### src/rtl/pcie_cpl_tx.sv
// pcie_cpl_tx: completion transmitter for the 64-bit AXI4-Stream TX path.
// Accepts one decoded memory-read request and emits a 3DW-header completion:
// a 1DW CplD for normal reads or a header-only Cpl with UR status.
// Optional build macro: PCIE_CPL_TX_BSWAP_EN byte-reverses the CplD data DW.
module pcie_cpl_tx #(
  parameter int C_DATA_WIDTH = 64,
  parameter int KEEP_WIDTH   = C_DATA_WIDTH / 8,
  parameter int TCQ          = 1
) (
  input  logic                    clk,
  input  logic                    rst,
  input  logic [15:0]             completer_id,
  input  logic                    req_valid,
  output logic                    req_ready,
  input  logic [2:0]              req_tc,
  input  logic [1:0]              req_attr,
  input  logic [15:0]             req_rid,
  input  logic [7:0]              req_tag,
  input  logic [6:0]              req_addr,
  input  logic [3:0]              req_be,
  input  logic                    req_ur,
  input  logic [31:0]             req_data,
  input  logic [5:0]              tx_buf_av,
  output logic [C_DATA_WIDTH-1:0] s_axis_tx_tdata,
  output logic [KEEP_WIDTH-1:0]   s_axis_tx_tkeep,
  output logic                    s_axis_tx_tlast,
  output logic                    s_axis_tx_tvalid,
  output logic [3:0]              s_axis_tx_tuser,
  input  logic                    s_axis_tx_tready,
  output logic                    cpl_done
);

  // Only the 64-bit datapath exists; the clock-to-out delay must be sane.
  if (C_DATA_WIDTH != 64 || KEEP_WIDTH != C_DATA_WIDTH / 8 || TCQ < 0) begin : g_param_chk
    $error("pcie_cpl_tx: unsupported parameter set");
  end

  typedef enum logic [1:0] {IDLE, BEAT0, BEAT1} state_t;

  state_t state, state_n;

  logic [2:0]  tc_p0;
  logic [1:0]  attr_p0;
  logic [15:0] rid_p0;
  logic [15:0] cid_p0;
  logic [7:0]  tag_p0;
  logic [4:0]  addr_p0;
  logic [3:0]  be_p0;
  logic        ur_p0;
  logic [31:0] data_p0;

  // Request address bits [1:0] carry no information; lower_addr comes from byte enables.
  logic unused_addr_lsb;
  assign unused_addr_lsb = &{1'b0, req_addr[1:0]};

  // Bytes covered from the first to the last enabled byte; UR always reports a full DW.
  function automatic logic [11:0] byte_count(input logic [3:0] be, input logic ur);
    logic [11:0] bc;
    if (ur) begin
      bc = 12'd4;
    end else begin
      priority casez (be)
        4'b1??1:                   bc = 12'd4;
        4'b01?1, 4'b1?10:          bc = 12'd3;
        4'b0011, 4'b0110, 4'b1100: bc = 12'd2;
        default:                   bc = 12'd1;
      endcase
    end
    return bc;
  endfunction

  // Index of the lowest enabled byte; no enables or UR map to offset 0.
  function automatic logic [1:0] low_byte(input logic [3:0] be, input logic ur);
    logic [1:0] lo;
    if (ur || be[0]) lo = 2'd0;
    else if (be[1])  lo = 2'd1;
    else if (be[2])  lo = 2'd2;
    else if (be[3])  lo = 2'd3;
    else             lo = 2'd0;
    return lo;
  endfunction

  // Payload byte order for the CplD data DW.
  function automatic logic [31:0] payload(input logic [31:0] d);
`ifdef PCIE_CPL_TX_BSWAP_EN
    return {d[7:0], d[15:8], d[23:16], d[31:24]};
`else
    return d;
`endif
  endfunction

  logic [2:0]  fmt;
  logic [9:0]  length;
  logic [2:0]  status;
  logic [31:0] dw0, dw1, dw2, dw3;

  assign fmt    = ur_p0 ? 3'b000 : 3'b010;
  assign length = ur_p0 ? 10'd0  : 10'd1;
  assign status = ur_p0 ? 3'b001 : 3'b000;
  assign dw0    = {fmt, 5'b01010, 1'b0, tc_p0, 4'b0000, 1'b0, 1'b0, attr_p0, 2'b00, length};
  assign dw1    = {cid_p0, status, 1'b0, byte_count(be_p0, ur_p0)};
  assign dw2    = {rid_p0, tag_p0, 1'b0, addr_p0, low_byte(be_p0, ur_p0)};
  assign dw3    = ur_p0 ? 32'd0 : payload(data_p0);

  assign s_axis_tx_tuser = 4'b0000;

  // Stage p0: capture the request on accept; held for the whole TLP so the beats stay stable.
  always_ff @(posedge clk) begin
    if (req_valid && req_ready) begin
      tc_p0   <= req_tc;
      attr_p0 <= req_attr;
      rid_p0  <= req_rid;
      cid_p0  <= completer_id;
      tag_p0  <= req_tag;
      addr_p0 <= req_addr[6:2];
      be_p0   <= req_be;
      ur_p0   <= req_ur;
      data_p0 <= req_data;
    end
  end

  // State register; reset abandons any partial TLP.
  always_ff @(posedge clk) begin
    if (rst) state <= IDLE;
    else     state <= state_n;
  end

  // Next state and AXIS outputs decoded from the current state.
  always_comb begin
    state_n          = state;
    req_ready        = 1'b0;
    s_axis_tx_tvalid = 1'b0;
    s_axis_tx_tdata  = '0;
    s_axis_tx_tkeep  = '0;
    s_axis_tx_tlast  = 1'b0;
    cpl_done         = 1'b0;
    case (state)
      IDLE: begin
        req_ready = !rst && (tx_buf_av != 6'd0);
        if (req_valid && req_ready) state_n = BEAT0;
      end
      BEAT0: begin
        s_axis_tx_tvalid = 1'b1;
        s_axis_tx_tkeep  = '1;
        s_axis_tx_tdata  = {dw1, dw0};
        if (s_axis_tx_tready) state_n = BEAT1;
      end
      BEAT1: begin
        s_axis_tx_tvalid = 1'b1;
        s_axis_tx_tlast  = 1'b1;
        s_axis_tx_tkeep  = ur_p0 ? {{(KEEP_WIDTH-4){1'b0}}, 4'hF} : {KEEP_WIDTH{1'b1}};
        s_axis_tx_tdata  = {dw3, dw2};
        if (s_axis_tx_tready) begin
          cpl_done = 1'b1;
          state_n  = IDLE;
        end
      end
      default: state_n = IDLE;
    endcase
  end

endmodule

### config.mk
export PLATFORM = sky130hd
export DESIGN_NAME = pcie_cpl_tx
export DESIGN_NICKNAME = d
export VERILOG_FILES = /design/src/rtl/pcie_cpl_tx.sv
export SDC_FILE = /design/constraint.sdc
export NUM_CORES = 1
export LEC_CHECK = 0
export ABC_AREA = 0
export BUFFER_PORTS_ARGS = -buffer_cell sky130_fd_sc_hd__buf_2
export CORE_MARGIN = 1.5
export CORE_UTILIZATION = 46
export DETAILED_ROUTE_END_ITERATION = 8
export GPL_ROUTABILITY_DRIVEN = 0
export HOLD_SLACK_MARGIN = 0.02
export PLACE_DENSITY = 0.8
export SLEW_MARGIN = 10
export SYNTH_ARGS = -nofsm -noshare
export SYNTH_HDL_FRONTEND = slang
export SYNTH_SLANG_ARGS = --single-unit
### constraint.sdc
create_clock -name clk -period 4.8 [get_ports clk]
set_clock_uncertainty 0.15 [all_clocks]
set_input_delay 0.24 -clock clk [delete_from_list [all_inputs] [get_ports clk]]
set_output_delay 0.24 -clock clk [all_outputs]
set_load 0.01 [all_outputs]
* After elaboration in Yosys (flattened, before gate mapping)
Index checks and enable logic that the tools add are counted.
** Word-level totals
- Bits in registers :: 89
- Input bits :: 99
- Output and inout port bits :: 80
- Word-level logic and storage cells :: 54
** Cells by class
- Eq/ne operators :: 11
- Mux-type cells :: 22
- Reductions and logical operators :: 11
** Operator list (count)
- one-hot mux 64 bit (2 select lines) :: 1
- 2-to-1 mux 32 bit :: 1
- 2-to-1 mux 2 bit :: 8
- one-hot mux 8 bit (2 select lines) :: 1
- 2-to-1 mux 12 bit :: 1
- one-hot mux 3 bit (3 select lines) :: 1
- 2-to-1 mux 8 bit :: 1
- 2-to-1 mux 1 bit :: 7
- != test 2 bit, second input constant :: 3
- one-hot mux 2 bit (3 select lines) :: 1
- nonzero test 6 bit :: 1
- equality test 2 bit, second input constant :: 2
- equality test 4 x 2 -> 1 bit, second input constant :: 1
- equality test 4 x 3 -> 1 bit, second input constant :: 1
- equality test 4 bit, second input constant :: 1
- OR reduction 2 bit :: 2
- equality test 3 x 2 -> 1 bit, second input constant :: 1
- equality test 3 bit, second input constant :: 1
- logical AND 1 bit :: 3
- AND reduction 3 bit :: 1
- OR reduction 3 bit :: 1
- equality test 2 x 1 -> 1 bit, second input constant :: 1
- logical NOT 2 bit :: 1
- logical NOT 1 bit :: 1
- logical OR 1 bit :: 1

* Depth between registers and ports, before layout
Gate-level depths: netlist of run 1.
- Depth in word-level cells :: 5
- Gate-level depth with buffers :: 7
- Depth with buffers taken out :: 5

* Worst setup path after synthesis of run 1
OpenSTA, ideal clock, no wires.
- Kind :: register to register
- Start point :: register state[0]
- End point :: register addr_p0[0] (enable)
- Arrival time :: 2.964 ns
- Data required time :: 4.195 ns
- Slack :: 1.231 ns
- Stages on the path, launching flop included :: 6
- Path buffers :: 0
- Path through :: dfxtp_1 inv_1 ha_1 nand2b_1 a21oi_1 and2_1
** Between the ends
- Longest elaborated chain between the ends :: 3
** Ends and longest elaborated chain
- from (decl) :: line 40 : state_t state, state_n;
- from (signal assigned) :: line 125 : else state <= state_n;
- logical NOT 2 bit :: line 137 : case (state)
- 2-to-1 mux 1 bit :: line 137
- named net req_ready :: line 14 : output logic req_ready,
- logical AND 1 bit :: line 109 : if (req_valid && req_ready) begin
- to (signal assigned) :: line 115 : addr_p0 <= req_addr[6:2];
- to (decl) :: line 47 : logic [4:0] addr_p0;
The timed path passes the listed nets, and every way through them passes these cells.
A chain may end at the register's enable or synchronous reset.

* Final worst setup path of run 1
- Start point :: register state[0]
- End point :: output s_axis_tx_tdata[1]
** Between the ends
- Longest elaborated chain between the ends :: 2
** Ends and longest elaborated chain
- equality test 2 bit / equality test 2 x 1 -> 1 bit (equally long branches) :: line 137
- one-hot mux 64 bit (2 select lines) * :: line 137
- to (decl) :: line 24 : output logic [C_DATA_WIDTH-1:0] s_axis_tx_tdata,
Mark *: on every way between the ends. The rest lies on a longest branch, timed or not.

==> flow_summary_export.csv, run 1 <==
group,metric,value,unit
logic_synthesis,yosys.area.top_type_share,72.55,%
logic_synthesis,synth-main-ff-cell,"edfxtp_1",
clock_tree,cts_buffer_depth,2,
cells_and_area,drive_gt1_share,39.38,%
critical_path,end_kind,"output port",
cells_and_area,multi_input_area,805.8,µm²
pwr,ir_drop,0.1994,mV
floorplan,die_area,0.008368,mm²
global_route,grt_overflow,0,
sta,fmax,312.5,MHz
floorplan,core-area,0.007647,mm²
clock_tree,holdBufCountCts,87,
sta,worst_slew_pin_slew,1.118,ns
sta,setup_ws,1.600,ns
logic_synthesis,synth_cells,226,
sta,fin_crit_sh,66.66,%
logic_synthesis,synth_top_cell_by_area,"edfxtp_1",
cells_and_area,fin_nets,579,
logic_synthesis,syn-cell-area,0.003601,mm²
clock_tree,cts_sinks,89,
run_status,outcome,"finished clean",
critical_path,critPathKind,"reg -> out",
logic_synthesis,avgSynthCellArea,15.93,µm²
cells_and_area,final_area,0.005508,mm²
global_route,grt_max_degree,88,
route,drt_iter0_markers,189,
clock_tree,cts_buffers,9,
placed_design,pre_cts_slack,1.963,ns
sta,fin_tns_setup,0,ns
critical_path,start_kind,"flip-flop",
clock_tree,post_cts_buffers,0,
floorplan,die_y,91.48,µm
route,vias_per_cell,4.851,
global_route,antenna_found_initial,0,
placed_design,dpl.cell_count,480,
clock_tree,post_cts_resized,0,
floorplan,dieWidth,91.48,µm
logic_synthesis,synth_async_sr_flop_share,0,%
global_route,grt_pass1_vias,2983,
pwr,cellLeakagePower,2.430,nW
critical_path,critPathRequiredTime,4.41,ns
sta,grt_setup_unrepaired,"no",
sta,setup_viol,0,
route,drc,0,
sta,slew_headroom,25.50,%
cells_and_area,syn2layout_area_growth,52.95,%
floorplan,io_pins,179,
placed_design,dp_hpwl,5031,µm
clock_tree,worstSkewPairLatency,0.35,ns
run,maxCapViolations,0,
global_route,grt_pass1_wl,14410,µm
route,detailroute.via_count,2823,
cells_and_area,instances_no_fill,582,
cells_and_area,fillCellCount,533,
cells_and_area,regArea,0.002653,mm²
clock_tree,root_buffer,"clkbuf_8",
cells_and_area,n_antenna_cell,0,
sta,hold_viol_final,0,
logic_synthesis,synthTopCellsByArea,"edfxtp_1 (73%), and2_1 (4.2%), a22o_1 (3.9%)",
clock_tree,clkTransAtPathRegs,0.09,ns
critical_path,cp.arrival,2.81,ns
placed_design,placed_area,0.004453,mm²
logic_synthesis,synth_enable_flop_cells,87,
logic_synthesis,yosysWarnings,0,
critical_path,path_cells,"inv_1 -> ha_1 -> nor2b_4 -> nand2_1 -> nor4_1 -> buf_2",
route,post_drt_wl_per_cell,15.73,µm
route,first_pass_iters,4,
logic_synthesis,synth-seq-cells,89,
cells_and_area,utilization,72.02,%
logic_synthesis,synth.yosys.seq_area_share,73.66,%
min_path,min_path_type,"in -> reg",
critical_path,crit_path_max_fanout,34,
placed_design,port_buffers,171,
sta,fin_crit,3.200,ns
logic_synthesis,ys_types,32,
route,postRouteAntennaNets,0,
sta,slew_violations,0,
clock_tree,htree_levels,3,
clock_tree,cts_tree,"yes",
critical_path,slowest_stage,"ha_1",
global_route,grt_usage,22.67,%
floorplan,initial_core_util,47.09,%
floorplan,rows,32,
route,wl,9156,µm
pwr,p_per_area,390.2,mW/mm²
critical_path,cpPeakStageDelay,0.85,ns
[final cells by class]
class | instances | share of cell area, %
multi-input combinational | 115 | 14.63
clock buffer | 9 | 2.249
inverter | 3 | 0.2045
timing repair buffer | 258 | 31.35
sequential | 89 | 48.16
clock inverter | 6 | 1.090
tap | 102 | 2.317
[routing by layer]
| layer | vias to the layer above | wire length [µm] | share of wire [%] | track usage [%] |
|---|---|---|---|---|
| li1 | 1329 | - | - | - |
| met1 | 1333 | 3513 | 38 | 25.48 |
| met4 | 0 | 237 | 2.6 | 9.375 |
| met2 | 138 | 4823 | 53 | 41.04 |
| met5 | - | 0 | 0 | 0 |
| met3 | 23 | 581 | 6.3 | 5.276 |
[synthesized netlist by cell type, types with 3 or more instances]
| cell type | number |
|---|---|
| a21oi_1 | 5 |
| edfxtp_1 | 87 |
| buf_4 | 12 |
| a21boi_0 | 3 |
| a22o_1 | 16 |
| and3_1 | 12 |
| ha_1 | 4 |
| a22oi_1 | 7 |
| inv_1 | 3 |
| nor2b_1 | 10 |
| nor2_1 | 4 |
| clkbuf_1 | 7 |
| and2_1 | 24 |
| nand2_1 | 4 |
| nand2b_1 | 6 |
[power breakdown]
part           leakage [nW]  internal, W  switching [W]
Clock                0.0941     0.000235       0.000254
Combinational          1.51     0.000279       0.000369
Sequential            0.822     0.000977      0.0000340
Total                  2.43      0.00149       0.000657
[critical path: cells and delay by family, from the launching register on]
kind,cells,cell delay (ns)
buffers and inverters,2,0.31
flip-flops,1,0.34
AND/OR/NAND/NOR,3,0.96
adder cells (fa/ha/maj),1,0.85
[state kept, by name, summed over array words and instances, names as in the netlist, 2 cells and up]
signal and cells:
cid_p0 16, addr_p0 5, tag_p0 8, rid_p0 16
state 2, be_p0 4, tc_p0 3, data_p0 32
attr_p0 2
[cell usage in the layout, fill, tap and decap left out, drive strengths merged, types with 2 or more instances in the layout]
master       count
clkbuf           9
a21oi            5
nand2b           6
dlygate4sd3     87
nand2            4
nor2b           11
a21boi           3
a32o             2
dfxtp            2
edfxtp          87
ha               4
conb             5
and2            25
mux2i            2
and3            12
a22o            16
nor2             4
a22oi            7
nor4             2
buf            171
clkinv           5
inv              3
[cells by family (layout without fill, tap and decap cells)]
logic type	count (synthesis)	count (layout)	synth area share [%]
compound gates	39	39	8.791
fa+ha+maj	4	4	1.390
buf+inv	26	276	4.447
flops	89	89	73.66
mux	2	2	0.5560
other cells	1	5	0.1041
simple gates	65	65	11.05
[per-stage QoR]
| step | hold slack, ns | total power (W) |
|---|---|---|
| 6_report | 0.04627 | 0.002149 |
| 2_1_floorplan | 0.1889 | 0.001441 |
| 3_5_place_dp | 0.2681 | 0.001613 |
| 5_1_grt | 0.06435 | 0.002256 |
| 4_1_cts | 0.04304 | 0.002155 |
| 3_3_place_gp | 0.2660 | 0.001594 |
[final timing paths]
| kind | to | slack [ns] | cells past startpoint | startpoint |
|---|---|---|---|---|
| min | state[1]$_SDFFE_PP0P_ | 0.05 | 3 | rst |
| max | s_axis_tx_tdata[1] | 1.60 | 6 | state[0]$_SDFFE_PP0P_ |
| max reg2reg | data_p0[15]$_DFFE_PP_ | 2.42 | 5 | state[0]$_SDFFE_PP0P_ |
| min reg2reg | state[1]$_SDFFE_PP0P_ | 0.35 | 2 | state[1]$_SDFFE_PP0P_ |
Power figures use the tool's default switching activity.
==> inputs of run 2 (changes only) <==
CORE_UTILIZATION = 41   (was 46)
PLACE_DENSITY = 0.76   (was 0.8)
clock period = 2.6 ns   (was 4.8 ns; I/O delays follow)
==> flow_summary_export.csv, run 2 (synthesis results as in run 1) <==
group,metric,value,unit
route,detailroute.via_count,2764,
global_route,grt_pass1_wl,13310,µm
route,vias_per_cell,4.653,
critical_path,start_kind,"flip-flop",
cells_and_area,layout_common_cells,"buf_2 (171), dlygate4sd3_1 (88), edfxtp_1 (87)",
global_route,grt_usage,18.15,%
floorplan,rows,34,
cells_and_area,final_area,0.005595,mm²
critical_path,cp.arrival,2.17,ns
critical_path,critPathKind,"reg -> out",
route,post_drt_wl_per_cell,14.58,µm
sta,fin_crit,2.453,ns
cells_and_area,n_antenna_cell,0,
global_route,grt_pass1_vias,2859,
critical_path,r2r_start,"state[1]$_SDFFE_PP0P_",
global_route,antenna_found_initial,0,
clock_tree,clkTransAtPathRegs,0.09,ns
cells_and_area,regMostFlops,"data_p0",
clock_tree,cts_buffer_depth,2,
placed_design,dp_hpwl,5067,µm
placed_design,port_buffers,171,
critical_path,critPathRequiredTime,2.32,ns
global_route,grt_overflow,0,
run_status,outcome,"finished clean",
critical_path,r2r_slack,0.55,ns
clock_tree,root_buffer,"clkbuf_8",
critical_path,crit_path_max_fanout,16,
clock_tree,cts_tree,"yes",
route,wl,8661,µm
floorplan,io_pins,179,
placed_design,placed_area,0.004503,mm²
critical_path,rr_endpoint,"data_p0[13]$_DFFE_PP_",
sta,fmax,407.7,MHz
critical_path,r2r_cells,6,
min_path,whs_endpoint,"state[1]$_SDFFE_PP0P_",
route,drc,0,
cells_and_area,final_common_cell,"buf_2",
sta,setup_ws,0.1472,ns
sta,fin_crit_sh,94.34,%
run,maxCapViolations,0,
min_path,min_path_type,"in -> reg",
sta,slew_violations,0,
floorplan,dieWidth,96.72,µm
sta,worst_slew_pin_slew,0.6720,ns
clock_tree,htree_levels,3,
cells_and_area,fin_nets,584,
route,drt_iter0_markers,90,
clock_tree,cts_buffers,9,
pwr,cellLeakagePower,2.465,nW
floorplan,die_area,0.009354,mm²
floorplan,core-area,0.008593,mm²
clock_tree,worstSkewPairLatency,0.34,ns
clock_tree,post_cts_buffers,0,
min_path,hp-start,"req_valid",
floorplan,die_y,96.72,µm
route,first_pass_iters,4,
sta,hold_viol_final,0,
sta,slew_headroom,55.20,%
global_route,grt_max_degree,88,
floorplan,initial_core_util,41.90,%
clock_tree,holdBufCountCts,88,
sta,fin_tns_setup,0,ns
cells_and_area,syn2layout_area_growth,55.39,%
cells_and_area,drive_gt1_share,39.71,%
sta,setup_viol,0,
critical_path,end_kind,"output port",
cells_and_area,reg_top3,"data_p0 (32), cid_p0 (16), rid_p0 (16)",
pwr,ir_drop,0.4166,mV
cells_and_area,largest_reg_flops,32,
pwr,p_per_area,733.6,mW/mm²
placed_design,pre_cts_slack,0.5407,ns
clock_tree,post_cts_resized,0,
route,postRouteAntennaNets,0,
min_path,hold_depth,4,
sta,grt_setup_unrepaired,"no",
clock_tree,cts_sinks,89,
[run 2: cell count changes in the layout (fill, tap and decap cells not counted)]
cell / delta
clkbuf_1: +2
bufinv_16: +1
clkinv_2: -1
dlygate4sd3_1: +1
buf_4: +3
clkinvlp_4: +1
clkinv_1: -1
clkinv_4: -1
buf_12: +1
[run 2: metal layers]
metal / track usage [%] / up-vias / wire (µm)
met5: 0 / - / 0
met4: 6.800 / 0 / 168
met3: 6.286 / 15 / 649
met2: 32.28 / 126 / 4423
met1: 19.93 / 1282 / 3418
li1: - / 1341 / -
[run 2: layout make-up]
| type | instances | area [µm²] |
|---|---|---|
| multi-input combinational | 115 | 805.8 |
| sequential | 89 | 2653 |
| clock buffer | 11 | 131.4 |
| tap | 108 | 135.1 |
| clock inverter | 5 | 80.08 |
| inverter | 3 | 11.26 |
| fill | 659 | 2998 |
| timing repair buffer | 263 | 1779 |
[run 2: critical path: stages (launching register included)]
cell and delay (ns):
dfxtp_1 0.38, inv_1 0.10, ha_1 0.39, and2_1 0.59, a22o_1 0.23, buf_2 0.14
[run 2: where the power goes]
part           switching (W)  total (W)  internal, W
sequential         0.0000602    0.00186      0.00180
clock               0.000469    0.00101     0.000541
combinational       0.000687    0.00124     0.000550
total                0.00122    0.00410      0.00289
[run 2: stage by stage]
stage / instances / hold slack (ns) / util [%] / power, W
2_1_floorplan: 230 / 0.07887 / - / 0.002649
3_3_place_gp: 490 / 0.1565 / 52.40 / 0.002987
3_5_place_dp: 490 / 0.1581 / 52.40 / 0.003017
4_1_cts: 594 / 0.09785 / 65.11 / 0.004133
5_1_grt: 594 / 0.1103 / 65.11 / 0.004323
6_report: 594 / 0.1089 / 65.11 / 0.004105
[run 2: worst max-delay path by stage]
stage / start / to / cells past startpoint / slack [ns]
after global routing: state[1]$_SDFFE_PP0P_ / s_axis_tx_tdata[51] / 5 / 0.05
final: state[1]$_SDFFE_PP0P_ / s_axis_tx_tdata[50] / 5 / 0.15
after floorplan: state[0]$_SDFFE_PP0P_ / addr_p0[0]$_DFFE_PP_ / 5 / 0.42
after detailed placement: state[0]$_SDFFE_PP0P_ / s_axis_tx_tdata[58] / 5 / 0.54
after CTS: state[1]$_SDFFE_PP0P_ / s_axis_tx_tdata[58] / 5 / 0.16
after global placement: state[0]$_SDFFE_PP0P_ / s_axis_tx_tdata[48] / 5 / 0.60
==> inputs of run 3 (changes only) <==
ABC_AREA = 1   (was 0)
CORE_UTILIZATION = 46   (was 41)
PLACE_DENSITY = 0.8   (was 0.76)
SLEW_MARGIN = 25   (was 10)
clock period = 2.8 ns   (was 2.6 ns; I/O delays follow)
==> flow_summary_export.csv, run 3 <==
group,metric,value,unit
clock_tree,clkTransAtPathRegs,0.08,ns
logic_synthesis,yosys.area.top_type_share,70.85,%
critical_path,crit_path_max_fanout,18,
critical_path,critPathRequiredTime,2.51,ns
floorplan,die_y,92.53,µm
route,first_pass_iters,4,
global_route,grt_pass1_wl,15800,µm
logic_synthesis,synth_most_common_cell,"edfxtp_1",
cells_and_area,regMostFlops,"data_p0",
clock_tree,cts_buffer_depth,2,
floorplan,die_area,0.008562,mm²
min_path,min_path_type,"in -> reg",
sta,setup_viol,0,
cells_and_area,fin_nets,664,
sta,grt_setup_unrepaired,"no",
floorplan,dieWidth,92.53,µm
pwr,p_per_area,694.8,mW/mm²
placed_design,placed_area,0.004567,mm²
floorplan,initial_core_util,47.72,%
cells_and_area,n_antenna_cell,0,
logic_synthesis,synthTopCellsByArea,"edfxtp_1 (71%), nand2_1 (6.9%), inv_1 (5.1%)",
run,maxCapViolations,0,
critical_path,cpPeakStageDelay,0.36,ns
logic_synthesis,yosysWarnings,0,
route,vias_per_cell,4.758,
logic_synthesis,synth-seq-cells,89,
sta,fin_crit_sh,85.14,%
logic_synthesis,ys_types,21,
pwr,cellLeakagePower,2.693,nW
logic_synthesis,synth_common_cells,"edfxtp_1 (87), nand2_1 (68), inv_1 (50), nor2_1 (22), o21ai_0 (21)",
placed_design,port_buffers,171,
run_status,outcome,"finished clean",
logic_synthesis,synth_async_sr_flop_share,0,%
critical_path,r2r_cells,6,
critical_path,critPathKind,"reg -> out",
critical_path,start_kind,"flip-flop",
floorplan,io_pins,179,
logic_synthesis,syn-cell-area,0.003687,mm²
global_route,grt_max_degree,88,
critical_path,end_kind,"output port",
cells_and_area,layout_common_cells,"buf_2 (171), dlygate4sd3_1 (88), edfxtp_1 (87)",
critical_path,cp.arrival,2.09,ns
clock_tree,root_buffer,"clkbuf_8",
cells_and_area,largest_reg_flops,32,
placed_design,dp_hpwl,5726,µm
clock_tree,htree_levels,3,
cells_and_area,final_area,0.005629,mm²
logic_synthesis,synth_enable_flop_cells,87,
route,detailroute.via_count,3169,
sta,slew_violations,0,
critical_path,path_cells,"inv_1 -> ha_1 -> buf_4 -> nand3_4 -> o21ai_0 -> buf_2",
sta,fin_tns_setup,0,ns
logic_synthesis,synth_cells,306,
global_route,grt_usage,24.80,%
floorplan,core-area,0.007727,mm²
cells_and_area,drive_gt1_share,34.22,%
route,drc,0,
route,postRouteAntennaNets,0,
floorplan,rows,32,
clock_tree,cts_tree,"yes",
sta,hold_viol_final,0,
route,wl,10380,µm
clock_tree,cts_sinks,89,
clock_tree,worstSkewPairLatency,0.33,ns
route,drt_iter0_markers,119,
logic_synthesis,avgSynthCellArea,12.05,µm²
global_route,antenna_found_initial,0,
cells_and_area,final_common_cell,"buf_2",
placed_design,pre_cts_slack,0.7824,ns
pwr,ir_drop,0.5784,mV
sta,setup_ws,0.4160,ns
min_path,hold_depth,4,
cells_and_area,syn2layout_area_growth,52.66,%
global_route,grt_overflow,0,
logic_synthesis,synth-main-ff-cell,"edfxtp_1",
critical_path,slowest_stage,"dfxtp_1",
route,post_drt_wl_per_cell,15.58,µm
global_route,grt_pass1_vias,3402,
cells_and_area,reg_top3,"data_p0 (32), cid_p0 (16), rid_p0 (16)",
pwr,report.power.total,0.003911,W
clock_tree,cts_buffers,9,
sta,fmax,419.5,MHz
sta,fin_crit,2.384,ns
logic_synthesis,synth.yosys.seq_area_share,71.94,%
cells_and_area,fillCellCount,529,
logic_synthesis,synth_top_cell_by_area,"edfxtp_1",
-- run 3: layout make-up --
cell class                      instances  area (µm²)  area share, %
Multi-Input combinational cell        147       700.7          12.45
Sequential cell                        89        2653          47.12
Clock inverter                          5       57.56          1.022
Tap cell                              102       127.6          2.267
Inverter                               52       195.2          3.467
Clock buffer                            9       123.9          2.200
Timing Repair Buffer                  262        1772          31.47
-- run 3: where the power goes --
group	internal (W)	leakage (nW)	switching, W	total (W)
logic	0.000499	1.79	0.000843	0.00134
clock network	0.000403	0.0852	0.000441	0.000844
registers	0.00167	0.820	0.0000557	0.00173
-- run 3: through the flow --
step / hold slack [ns] / std cells / utilization [%]
2_1_floorplan: 0.08887 / 310 / -
3_3_place_gp: 0.1661 / 564 / 59.10
3_5_place_dp: 0.1681 / 564 / 59.10
4_1_cts: 0.1194 / 666 / 72.85
5_1_grt: 0.1942 / 666 / 72.85
6_report: 0.1418 / 666 / 72.85
-- run 3: layer usage --
metal | global-route usage (%) | wire, µm | up-vias
met1 | 24.92 | 3626 | 1477
li1 | - | - | 1500
met5 | 0 | 0 | -
met3 | 5.419 | 640 | 36
met2 | 46.51 | 5694 | 156
met4 | 14.36 | 413 | 0
-- run 3: worst max-delay path: cells and delay by family, from the launching register on --
| kind | cells | cell delay (ns) |
|---|---|---|
| flops | 1 | 0.36 |
| compound gates | 1 | 0.33 |
| fa+ha+maj | 1 | 0.31 |
| buf+inv | 3 | 0.53 |
| simple gates | 1 | 0.23 |
-- run 3: kinds of logic (layout without fill, tap and decap cells) --
family / after synthesis / count (layout) / synth area share [%]
compound gates: 34 / 34 / 5.361
fa+ha+maj: 4 / 4 / 1.357
buf+inv: 74 / 328 / 9.671
flops: 89 / 89 / 71.94
other cells: 1 / 5 / 0.1017
simple gates: 104 / 104 / 11.57
-- run 3: final timing paths --
path         slack (ns)               endpoint                  start
max                0.42    s_axis_tx_tdata[51]  state[0]$_SDFFE_PP0P_
min                0.14  state[1]$_SDFFE_PP0P_       s_axis_tx_tready
max reg2reg        0.90  state[0]$_SDFFE_PP0P_  state[0]$_SDFFE_PP0P_
min reg2reg        0.38  state[1]$_SDFFE_PP0P_  state[1]$_SDFFE_PP0P_
-- run 3: what timing repair did --
item                      4_1_cts  5_1_grt
gates resized for setup         0        0
hold buffers                   88        0
setup buffers                   0        0
hold endpoints to repair       89        0
